## config.mk

```make
export PLATFORM = sky130hd
export DESIGN_NAME = syndrome_calc_flat
export DESIGN_NICKNAME = d
export VERILOG_FILES = /design/src/rtl/syndrome_calc_pkg.sv /design/src/rtl/syndrome_calc_if.sv /design/src/rtl/syndrome_calc_cell.sv /design/src/rtl/syndrome_calc.sv /design/src/flat_wrapper.sv
export SDC_FILE = /design/constraint.sdc
export NUM_CORES = 1
export LEC_CHECK = 0
export CAP_MARGIN = 5
export CORE_AREA = 5 5 111 113
export DETAILED_ROUTE_END_ITERATION = 10
export DIE_AREA = 0 0 116 118
export PLACE_DENSITY = 0.85
export SLEW_MARGIN = 15
export SYNTH_ARGS = -nofsm -noshare
export SYNTH_HDL_FRONTEND = slang
export SYNTH_HIERARCHICAL = 1
export SYNTH_SLANG_ARGS = --single-unit
```

## constraint.sdc

```tcl
create_clock -name i_clk -period 5.4 [get_ports i_clk]
set_input_delay 0.54 -clock i_clk [delete_from_list [all_inputs] [get_ports i_clk]]
set_output_delay 0.54 -clock i_clk [all_outputs]
set_load 0.02 [all_outputs]
```

## src/rtl/syndrome_calc_pkg.sv

```systemverilog
// Shared definitions for the streaming BCH syndrome calculator over GF(2^10).
// Holds the field constants, the code-select encoding and the constant-power
// GF helpers that the Horner cells and the even-syndrome squaring use.
package syndrome_calc_pkg;

    localparam int M = 10;

    // x^10 reduces to x^3 + 1 under the primitive polynomial x^10 + x^3 + 1.
    localparam logic [M-1:0] PRIM_POLY = 10'h009;

    localparam int N_63   = 63;
    localparam int N_255  = 255;
    localparam int N_1023 = 1023;

    typedef enum logic [1:0] {
        CODE_63   = 2'b00,
        CODE_255  = 2'b01,
        CODE_1023 = 2'b10
    } code_t;

    typedef enum logic {
        ST_IDLE,
        ST_ACC
    } state_t;

    // The reserved select value falls back to the longest code.
    function automatic code_t decode_code(input logic [1:0] sel);
        case (sel)
            2'b00:   return CODE_63;
            2'b01:   return CODE_255;
            default: return CODE_1023;
        endcase
    endfunction

    function automatic int beats_for(input int n, input int p);
        return (n + p - 1) / p;
    endfunction

    // value * alpha^power. Always called with a constant power, so the loop
    // unrolls into a fixed XOR matrix rather than a general multiplier.
    function automatic logic [M-1:0] gf_mul_const(input logic [M-1:0] value, input int power);
        logic [M-1:0] v;
        v = value;
        for (int i = 0; i < power; i++)
            v = {v[M-2:0], 1'b0} ^ (v[M-1] ? PRIM_POLY : '0);
        return v;
    endfunction

    // Squaring is linear in characteristic 2: bit i maps to alpha^(2i).
    function automatic logic [M-1:0] gf_square(input logic [M-1:0] value);
        logic [M-1:0] r;
        r = '0;
        for (int i = 0; i < M; i++)
            if (value[i]) r ^= gf_mul_const(M'(1), 2 * i);
        return r;
    endfunction

endpackage

```

## src/rtl/syndrome_calc_if.sv

```systemverilog
// Beat input and syndrome output bundle of syndrome_calc.
//   i_code  : code select, sampled on a word's first beat
//   i_valid : beat qualifier (no backpressure)
//   i_data  : P-bit beat, MSB carries the highest polynomial degree
//   o_S1..o_S8 : published syndromes, held until the next word completes
//   o_zero  : all syndromes zero;  o_valid : one-cycle publish pulse
interface syndrome_calc_if
    import syndrome_calc_pkg::*;
#(
    parameter int P = 8
) ();
    logic [1:0]   i_code;
    logic         i_valid;
    logic [P-1:0] i_data;
    logic [M-1:0] o_S1, o_S2, o_S3, o_S4, o_S5, o_S6, o_S7, o_S8;
    logic         o_zero;
    logic         o_valid;

    modport slave (
        input  i_code, i_valid, i_data,
        output o_S1, o_S2, o_S3, o_S4, o_S5, o_S6, o_S7, o_S8, o_zero, o_valid
    );

    modport master (
        output i_code, i_valid, i_data,
        input  o_S1, o_S2, o_S3, o_S4, o_S5, o_S6, o_S7, o_S8, o_zero, o_valid
    );
endinterface

```

## src/rtl/syndrome_calc_cell.sv

```systemverilog
// One Horner accumulator for syndrome S_J.
//   clk, rst : clock and synchronous active-high reset
//   load     : first beat of a word, accumulator term replaced by zero
//   en       : beat qualifier, accumulator updates only when high
//   beat     : P-bit beat (already padding-masked)
//   next     : accumulator value including the current beat
module syndrome_calc_cell
    import syndrome_calc_pkg::*;
#(
    parameter int P = 8,
    parameter int J = 1
) (
    input  logic         clk,
    input  logic         rst,
    input  logic         load,
    input  logic         en,
    input  logic [P-1:0] beat,
    output logic [M-1:0] next
);
    logic [M-1:0] acc;
    logic [M-1:0] beat_term;

    always_comb begin
        beat_term = '0;
        for (int k = 0; k < P; k++)
            if (beat[k]) beat_term ^= gf_mul_const(M'(1), J * k);
    end

    assign next = (load ? '0 : gf_mul_const(acc, J * P)) ^ beat_term;

    always_ff @(posedge clk) begin
        if (rst)     acc <= '0;
        else if (en) acc <= next;
    end
endmodule

```

## src/rtl/syndrome_calc.sv

```systemverilog
// Streaming BCH syndrome calculator, GF(2^10), P bits per beat.
//   i_clk, i_rst : clock and synchronous active-high reset
//   bus          : syndrome_calc_if slave (beats in, S1..S8 / zero / valid out)
// Odd syndromes come from Horner cells; even ones are squares taken when the
// output registers load, so the output path never disturbs the accumulators.
//
// state   | meaning
// ST_IDLE | waiting for the first beat of a word
// ST_ACC  | mid-word, counting beats toward the latched code's beat count
module syndrome_calc
    import syndrome_calc_pkg::*;
#(
    parameter int P = 8
) (
    input  logic            i_clk,
    input  logic            i_rst,
    syndrome_calc_if.slave  bus
);
    localparam int MAX_BEATS = beats_for(N_1023, P);
    localparam int CNT_W     = $clog2(MAX_BEATS + 1);

    localparam logic [CNT_W-1:0] BEATS_63   = CNT_W'(beats_for(N_63, P));
    localparam logic [CNT_W-1:0] BEATS_255  = CNT_W'(beats_for(N_255, P));
    localparam logic [CNT_W-1:0] BEATS_1023 = CNT_W'(beats_for(N_1023, P));

    // Padding sits in the MSBs of the first beat.
    localparam logic [P-1:0] MASK_63   = {P{1'b1}} >> (beats_for(N_63, P) * P - N_63);
    localparam logic [P-1:0] MASK_255  = {P{1'b1}} >> (beats_for(N_255, P) * P - N_255);
    localparam logic [P-1:0] MASK_1023 = {P{1'b1}} >> (beats_for(N_1023, P) * P - N_1023);

    state_t           state;
    code_t            code_q;
    code_t            code_eff;
    logic [CNT_W-1:0] cnt;
    logic [CNT_W-1:0] cnt_next;
    logic [CNT_W-1:0] beats_eff;
    logic [P-1:0]     pad_mask;
    logic [P-1:0]     beat;
    logic             first_beat;
    logic             final_beat;
    logic [M-1:0]     nxt [4];
    logic [M-1:0]     s1, s2, s3, s4, s5, s6, s7, s8;
    logic             zero_q, valid_q;

    assign first_beat = bus.i_valid && (state == ST_IDLE);
    assign code_eff   = first_beat ? decode_code(bus.i_code) : code_q;

    always_comb begin
        beats_eff = BEATS_1023;
        pad_mask  = MASK_1023;
        case (code_eff)
            CODE_63:  begin beats_eff = BEATS_63;  pad_mask = MASK_63;  end
            CODE_255: begin beats_eff = BEATS_255; pad_mask = MASK_255; end
            default:  begin beats_eff = BEATS_1023; pad_mask = MASK_1023; end
        endcase
    end

    assign cnt_next   = first_beat ? CNT_W'(1) : cnt + CNT_W'(1);
    assign final_beat = bus.i_valid && (cnt_next == beats_eff);
    assign beat       = first_beat ? (bus.i_data & pad_mask) : bus.i_data;

    for (genvar g = 0; g < 4; g++) begin : g_cell
        syndrome_calc_cell #(.P(P), .J(2 * g + 1)) u_cell (
            .clk  (i_clk),
            .rst  (i_rst),
            .load (first_beat),
            .en   (bus.i_valid),
            .beat (beat),
            .next (nxt[g])
        );
    end

    always_ff @(posedge i_clk) begin
        if (i_rst) begin
            state   <= ST_IDLE;
            code_q  <= CODE_63;
            cnt     <= '0;
            s1 <= '0; s2 <= '0; s3 <= '0; s4 <= '0;
            s5 <= '0; s6 <= '0; s7 <= '0; s8 <= '0;
            zero_q  <= 1'b0;
            valid_q <= 1'b0;
        end else begin
            valid_q <= 1'b0;
            if (bus.i_valid) begin
                if (first_beat) code_q <= code_eff;
                if (final_beat) begin
                    state   <= ST_IDLE;
                    cnt     <= '0;
                    s1 <= nxt[0];
                    s2 <= gf_square(nxt[0]);
                    s3 <= nxt[1];
                    s4 <= gf_square(gf_square(nxt[0]));
                    s5 <= nxt[2];
                    s6 <= gf_square(nxt[1]);
                    s7 <= nxt[3];
                    s8 <= gf_square(gf_square(gf_square(nxt[0])));
                    // Even syndromes are squares of odd ones, so the odds decide.
                    zero_q  <= ~|{nxt[0], nxt[1], nxt[2], nxt[3]};
                    valid_q <= 1'b1;
                end else begin
                    state <= ST_ACC;
                    cnt   <= cnt_next;
                end
            end
        end
    end

    assign bus.o_S1    = s1;
    assign bus.o_S2    = s2;
    assign bus.o_S3    = s3;
    assign bus.o_S4    = s4;
    assign bus.o_S5    = s5;
    assign bus.o_S6    = s6;
    assign bus.o_S7    = s7;
    assign bus.o_S8    = s8;
    assign bus.o_zero  = zero_q;
    assign bus.o_valid = valid_q;
endmodule

```

## src/flat_wrapper.sv

```systemverilog
// flat-port wrapper written by rule: the top's interface ports become plain ports
module syndrome_calc_flat import syndrome_calc_pkg::*;
#(
    parameter int P = 8
)
  (i_clk, i_rst, bus_i_code, bus_i_valid, bus_i_data, bus_o_S1, bus_o_S2, bus_o_S3, bus_o_S4, bus_o_S5, bus_o_S6, bus_o_S7, bus_o_S8, bus_o_zero, bus_o_valid);
  syndrome_calc_if #(.P(P)) bus_i ();
  input  logic i_clk;
  input  logic i_rst;
  input wire logic [$bits(bus_i.i_code)-1:0] bus_i_code;
  input wire logic [$bits(bus_i.i_valid)-1:0] bus_i_valid;
  input wire logic [$bits(bus_i.i_data)-1:0] bus_i_data;
  output wire logic [$bits(bus_i.o_S1)-1:0] bus_o_S1;
  output wire logic [$bits(bus_i.o_S2)-1:0] bus_o_S2;
  output wire logic [$bits(bus_i.o_S3)-1:0] bus_o_S3;
  output wire logic [$bits(bus_i.o_S4)-1:0] bus_o_S4;
  output wire logic [$bits(bus_i.o_S5)-1:0] bus_o_S5;
  output wire logic [$bits(bus_i.o_S6)-1:0] bus_o_S6;
  output wire logic [$bits(bus_i.o_S7)-1:0] bus_o_S7;
  output wire logic [$bits(bus_i.o_S8)-1:0] bus_o_S8;
  output wire logic [$bits(bus_i.o_zero)-1:0] bus_o_zero;
  output wire logic [$bits(bus_i.o_valid)-1:0] bus_o_valid;
  assign bus_i.i_code = bus_i_code;
  assign bus_i.i_valid = bus_i_valid;
  assign bus_i.i_data = bus_i_data;
  assign bus_o_S1 = bus_i.o_S1;
  assign bus_o_S2 = bus_i.o_S2;
  assign bus_o_S3 = bus_i.o_S3;
  assign bus_o_S4 = bus_i.o_S4;
  assign bus_o_S5 = bus_i.o_S5;
  assign bus_o_S6 = bus_i.o_S6;
  assign bus_o_S7 = bus_i.o_S7;
  assign bus_o_S8 = bus_i.o_S8;
  assign bus_o_zero = bus_i.o_zero;
  assign bus_o_valid = bus_i.o_valid;
  syndrome_calc #(.P(P)) u_core (.i_clk(i_clk), .i_rst(i_rst), .bus(bus_i));
endmodule
```

==> flow_summary_export.csv, run 1 <==
group,metric,value,unit
pwr,p_sw_frac,0.356,
global_route,grt_pass1_vias,5325,
drt,via_count,5268,
synthesis,synth_fa_ha_area_frac,0.00192,
synthesis,synth_xor_area_frac,0.234,
clock_network,cts_setup_buffers,0,
synthesis,ys_seq_elements,113,
synthesis,synthMostInstantiatedCell,"dfxtp_1",
drt,viasPerCell,5.96,
finish,fin_util,0.698,
critical_path,worstPathMaxFanout,35,
critical_path,startpoint_type,"register",
synthesis,synth_ff_type,"dfxtp_1",
synthesis,synth_top_area_share,0.348,
clock_network,cts-buffers-inserted,17,
pwr,p_total,3.77,mW
pwr,p_int,2.43,mW
finish,num_antenna_cells,0,
placement,portBuffers,94,
die,dieArea,0.0137,mm2
pwr,p_clk_frac,0.308,
pwr,vdd_drop_max,0.250,mV
clock_network,path_clk_slew,0.06,ns
synthesis,yosys-mux-area-fraction,0.0123,
placement,routabilityCongestion,0.857,
global_route,grt_use_total,0.249,
drt,drt_iter0_drc,438,
sta,max_freq,0.312,GHz
critical_path,worstPathRequired,5.70,ns
synthesis,synth_simple_gate_area_frac,0.154,
clock_network,clockBufferDepth,2,
placement,dp_hpwl,11.2,mm
synthesis,synth-compound-area-share,0.172,
finish,nets,742,
drt,drc,0,
drt,first_pass_iters,5,
synthesis,synth.area.top_cells,"dfxtp_1, xnor2_1, a22o_1, xor2_1, nor2_1",
drt,wl_per_cell,18.9,um
drt,drt_wl_total,16.7,mm
sta,rsz0062_at_grt,"no",
finish,drive_gt1_frac,0.0850,
synthesis,yosysTopAreaCell,"dfxtp_1",
synthesis,synth_fp_nets,686,
pwr,p_switching,1.34,mW
clock_network,tritoncts,"built",
global_route,antenna_found_initial,0,
sta,report.final.hold_viol_count,0,
synthesis,synth_top_family_by_area,"XOR/XNOR gates",
placement,placed_cells,852,
clock_network,clock_latency,0.41,ns
sta,finClkSkew,0.00748,ns
pwr,power_frac_seq,0.270,
placement,place_ws,2.10,ns
synthesis,postSynthCellCount,672,
synthesis,synth_cell_types,62,
synthesis,synthArstFlopShare,0,
global_route,overflow,0,
global_route,grt_max_degree,61,
synthesis,synth-edff-count,0,
synthesis,netlist_top_cells_count,"dfxtp_1, nor2_1, xnor2_1",
die,chipWidth,116,um
critical_path,path_class,"register to register",
sta,setup_slack,2.20,ns
sta,setup_violations,0,
synthesis,ys_seq_area_frac,0.348,
global_route,grt_pass1_wl,27.3,mm
clock_network,holdBufCountCts,0,
clock_network,ctsResizeCount,0,
die,dieHeight,118,um
finish,synthToLayoutAreaGrowth,20.4,%
clock_network,root_buffer,"clkbuf_16",
clock_network,htree_levels,4,
synthesis,postSynthAreaPerCell,9.68,um2
die,core,0.0112,mm2
clock_network,cts.sink_count,113,
outcome,status,"complete, no violations",
sta,worst_pin_slew,0.867,ns
die,initial_core_util,0.579,
sta,finalMaxSlewViolations,0,
critical_path,cp_data_arrival_time,3.50,ns
pwr,comb_power_share,0.422,
die,std_cell_rows,39,
sta,slew_headroom,0.420,
critical_path,endpoint_kind,"register",
hold_path,hold_class,"register to register",
sta,min_period,3.20,ns
pwr,power_density,481,mW/mm2
pwr,leakagePower,3.12,nW
drt,ant_nets,0,
die,io_pins,95,
synthesis,synthesis.area,0.00650,mm2
finish,instances_no_fill,884,
sta,totalNegativeSetupSlack,0,ns
job,cap_violations,0,
synthesis,ys_warn_count,6,
sta,finalCritPeriodShare,0.593,
-- layer usage --
metal	up-vias	GRT usage	part of all wire
met4	0	0.101	0.027
li1	2465	-	-
met1	2497	0.320	0.42
met2	262	0.404	0.48
met3	44	0.0540	0.081
met5	-	0	0
-- worst max-delay path, stage by stage, from the launching register on --
cell,delay [ns]
dfxtp_1,0.41
ha_1,0.26
and3_1,0.28
or4b_1,0.45
o311a_1,0.14
nand3b_1,0.32
o211a_2,0.56
buf_4,0.35
a22o_1,0.29
-- logic make-up after synthesis --
logic type,after synthesis
AO/OA/AOI/OAI,138
XOR/XNOR,137
adder cells (fa/ha/maj),1
buffers and inverters,80
flip-flops,113
multiplexers,8
AND/OR/NAND/NOR,195
-- flip-flops by register name, summed over array words and instances (netlist names) --
register and cells:
u_core/bus.o_S1 9, u_core/bus.o_S2 6, u_core/bus.o_S3 9, u_core/bus.o_S4 5, u_core/bus.o_S5 10, u_core/bus.o_S6 6
u_core/bus.o_S7 10, u_core/bus.o_S8 5, u_core/bus.o_valid 1, u_core/bus.o_zero 1, u_core/cnt 8, u_core/code_q 2
u_core/g_cell.u_cell/acc 40, u_core/state 1
-- power groups by stage --
| stage | clock network, mW | logic [mW] | registers [mW] |
|---|---|---|---|
| 2_1_floorplan | 0 | 1.29 | 0.980 |
| 6_report | 1.16 | 1.59 | 1.02 |
| 3_3_place_gp | 0 | 1.49 | 1.02 |
| 5_1_grt | 1.21 | 1.69 | 1.03 |
| 3_5_place_dp | 0 | 1.54 | 1.03 |
| 4_1_cts | 1.17 | 1.57 | 1.01 |
-- final cells by class --
class	count	area [um2]
Multi-Input combinational cell	479	3730
Fill cell	842	3390
Sequential cell	113	2260
Timing Repair Buffer	100	981
Clock buffer	20	457
Tap cell	143	179
Clock inverter	12	156
Inverter	17	63.8
-- placed cells by master (no fill, tap or decap), types with 6 or more instances in the layout --
master and instances:
clkbuf_16 17, nor3_1 15, mux2i_1 8, nor2b_1 7, nor2_1 74, nand2b_1 9, inv_1 16, xnor2_1 69
and3_1 10, nand3_1 10, or3_1 8, a21oi_1 8, o21a_1 16, nand2_1 20, xnor3_1 9, dfxtp_1 113
clkdlybuf4s50_1 93, a311oi_1 7, nor4_1 10, buf_4 6, a22o_1 61, and2_1 11, o21ai_0 12, xor2_1 42
-- final timing paths --
path                            cells after the start                         endpoint  slack [ns]                            start
worst max-delay path                                8  u_core/bus.o_S5[6]$_SDFFE_PP0P_        2.20       u_core/cnt[0]$_SDFFE_PP0P_
worst min-delay path                                1  u_core/bus.o_S8[8]$_SDFFE_PP0P_        0.47  u_core/bus.o_S8[8]$_SDFFE_PP0P_
worst min register to register                      1  u_core/bus.o_S8[8]$_SDFFE_PP0P_        0.47  u_core/bus.o_S8[8]$_SDFFE_PP0P_
worst max register to register                      8  u_core/bus.o_S5[6]$_SDFFE_PP0P_        2.20       u_core/cnt[0]$_SDFFE_PP0P_
-- per-stage QoR --
step / instance area, um2 / hold WS (ns)
3_5_place_dp: 7220 / 0.464
5_1_grt: 7830 / 0.497
3_3_place_gp: 7220 / 0.463
6_report: 7830 / 0.475
4_1_cts: 7830 / 0.478
2_1_floorplan: 6500 / 0.469
Note: power is estimated with default switching activity, not from simulation.
==> run 2, diff against run 1 <==
--- a/config.mk
+++ b/config.mk
@@ -6,10 +6,10 @@
 export NUM_CORES = 1
 export LEC_CHECK = 0
 export CAP_MARGIN = 5
-export CORE_AREA = 5 5 111 113
+export CORE_AREA = 5 5 115 117
 export DETAILED_ROUTE_END_ITERATION = 10
-export DIE_AREA = 0 0 116 118
-export PLACE_DENSITY = 0.85
+export DIE_AREA = 0 0 120 122
+export PLACE_DENSITY = 0.8
 export SLEW_MARGIN = 15
 export SYNTH_ARGS = -nofsm -noshare
 export SYNTH_HDL_FRONTEND = slang
==> constraint.sdc (replaced) <==
create_clock -name i_clk -period 3.2 [get_ports i_clk]
set_input_delay 0.32 -clock i_clk [delete_from_list [all_inputs] [get_ports i_clk]]
set_output_delay 0.32 -clock i_clk [all_outputs]
set_load 0.02 [all_outputs]
==> run 2 against run 1 <==
Net effect:
- combinational power rose by 65%
- global-route usage shrank 2.6 points
- core utilization shrank 4.6 points
- sequential cell count stayed put
- critical path type unchanged
- highest routed layer unchanged
==> flow_summary_export.csv, run 2 (same netlist as run 1, synthesis figures left out) <==
group,metric,value,unit
critical_path,worstPathMaxFanout,55,
drt,first_pass_iters,4,
critical_path,endpoint_kind,"register",
drt,drt_wl_total,16.1,mm
clock_network,ctsResizeCount,0,
finish,top_register,"u_core/g_cell.u_cell/acc",
sta,min_period,2.84,ns
clock_network,clockBufferDepth,2,
sta,rsz0062_at_grt,"no",
placement,dp_hpwl,11.5,mm
pwr,p_int,4.35,mW
sta,worst_pin_slew,0.854,ns
critical_path,cp_slowest_cell,"or4b_1",
critical_path,startpoint_type,"register",
global_route,overflow,0,
pwr,p_sw_frac,0.330,
die,dieArea,0.0146,mm2
drt,drt_iter0_drc,356,
job,cap_violations,0,
finish,nFillCells,980,
finish,layout_commonest_cell,"dfxtp_1",
finish,multi_input_area,0.00373,mm2
pwr,power_density,812,mW/mm2
placement,routabilityCongestion,0.929,
global_route,antenna_found_initial,1,
critical_path,crit_buf_inv,1,
sta,totalNegativeSetupSlack,0,ns
finish,stdcell_area,0.00800,mm2
pwr,p_clk_frac,0.331,
critical_path,worstPathCellList,"ha_1, and3_1, or4b_1, o311a_1, nand3b_1, o211a_2, buf_12, a22o_1",
sta,report.final.hold_viol_count,0,
finish,most-common-layout-cells,"dfxtp_1, clkdlybuf4s50_1, nor2_1, xnor2_1, a22o_1",
outcome,status,"complete, no violations",
clock_network,holdBufCountCts,0,
pwr,p_switching,2.14,mW
drt,via_count,5197,
hold_path,hold_class,"primary input to register",
drt,viasPerCell,5.77,
sta,setup_violations,0,
hold_path,hold_path_end,"u_core/cnt[6]$_SDFFE_PP0P_",
drt,ant_nets,0,
global_route,grt_pass1_wl,25.9,mm
finish,nets,751,
clock_network,tritoncts,"built",
finish,largest_register_ffs,40,
global_route,grt_max_degree,72,
die,dieHeight,122,um
critical_path,slowest_delay,0.45,ns
pwr,comb_power_share,0.405,
pwr,leakagePower,3.22,nW
finish,regArea,0.00226,mm2
sta,setup_slack,0.361,ns
pwr,p_total,6.49,mW
clock_network,root_buffer,"clkbuf_16",
clock_network,cts-buffers-inserted,17,
critical_path,worstPathRequired,3.50,ns
clock_network,clock_latency,0.41,ns
clock_network,htree_levels,4,
sta,finalMaxSlewViolations,0,
critical_path,path_class,"register to register",
die,initial_core_util,0.530,
placement,place_area,0.00732,mm2
critical_path,rr_endpoint,"u_core/bus.o_S6[4]$_SDFFE_PP0P_",
sta,slew_headroom,0.429,
pwr,vdd_drop_max,0.417,mV
critical_path,r2r_cells,8,
clock_network,path_clk_slew,0.05,ns
finish,drive_gt1_frac,0.0961,
clock_network,cts.sink_count,113,
critical_path,ff2ff_setup_slack,0.36,ns
placement,place_ws,0.398,ns
die,std_cell_rows,41,
drt,wl_per_cell,17.9,um
critical_path,cp_top_family,"simple AND/OR/NAND/NOR gates",
die,core,0.0123,mm2
drt,drc,0,
hold_path,holdPathStages,4,
die,io_pins,95,
hold_path,min_from,"bus_i_valid",
sta,finalCritPeriodShare,0.887,
global_route,grt_pass1_vias,5013,
finish,fin_util,0.652,
sta,finClkSkew,0.00705,ns
critical_path,cp_data_arrival_time,3.13,ns
global_route,grt_use_total,0.224,
critical_path,reg2reg_from,"u_core/cnt[0]$_SDFFE_PP0P_",
clock_network,cts_setup_buffers,0,
placement,portBuffers,94,
sta,max_freq,0.352,GHz
pwr,power_frac_seq,0.264,
finish,synthToLayoutAreaGrowth,23.0,%
die,chipWidth,120,um
==> run 2: final cells by class <==
type / instances / share of cell area
timing repair buffer: 109 / 0.134
tap: 150 / 0.0235
inverter: 17 / 0.00798
sequential: 113 / 0.283
clock inverter: 11 / 0.0260
multi-input combinational: 479 / 0.467
clock buffer: 20 / 0.0584
antenna: 1 / 0.000313
==> run 2: how the worst max path moves through the flow <==
| stage | from | cells past startpoint | to |
|---|---|---|---|
| 6_report | u_core/cnt[0]$_SDFFE_PP0P_ | 8 | u_core/bus.o_S6[4]$_SDFFE_PP0P_ |
| 5_1_grt | u_core/cnt[0]$_SDFFE_PP0P_ | 8 | u_core/bus.o_S6[4]$_SDFFE_PP0P_ |
| 4_1_cts | u_core/cnt[0]$_SDFFE_PP0P_ | 8 | u_core/bus.o_S6[4]$_SDFFE_PP0P_ |
| 3_5_place_dp | u_core/cnt[0]$_SDFFE_PP0P_ | 8 | u_core/bus.o_S6[4]$_SDFFE_PP0P_ |
| 3_3_place_gp | bus_i_data[4] | 9 | u_core/bus.o_zero$_SDFFE_PP0P_ |
| 2_1_floorplan | u_core/cnt[0]$_SDFFE_PP0P_ | 10 | u_core/bus.o_S1[8]$_SDFFE_PP0P_ |
==> run 2: worst reg2reg max path, delay by kind of cell, from the launching register on <==
| family | cells | cell delay (ns) |
|---|---|---|
| DFF | 1 | 0.41 |
| buffers and inverters | 1 | 0.21 |
| adders and majority gates | 1 | 0.25 |
| and+or+nand+nor | 3 | 1.01 |
| AOI/OAI and AO/OA | 3 | 0.85 |
==> run 2: power groups by stage <==
stage                     Clock (mW)  Sequential [mW]  Combinational, mW
after detailed placement           0             1.74               2.60
final                           2.15             1.71               2.63
after global placement             0             1.73               2.55
after floorplan                    0             1.65               2.18
after global routing            2.27             1.73               2.83
after CTS                       2.19             1.71               2.62
==> run 2: routing by layer <==
metal  vias to the layer above  GRT usage  share of wire
li1                       2477          -              -
met1                      2499      0.279           0.43
met2                       185      0.360           0.47
met3                        36     0.0594          0.061
met4                         0      0.110          0.035
met5                         -          0              0
==> run 2: metrics by stage <==
| stage | instances | hold slack, ns |
|---|---|---|
| after CTS | 899 | 0.326 |
| final | 900 | 0.347 |
| after global placement | 868 | 0.462 |
| after floorplan | 672 | 0.383 |
| after detailed placement | 868 | 0.467 |
| after global routing | 900 | 0.347 |
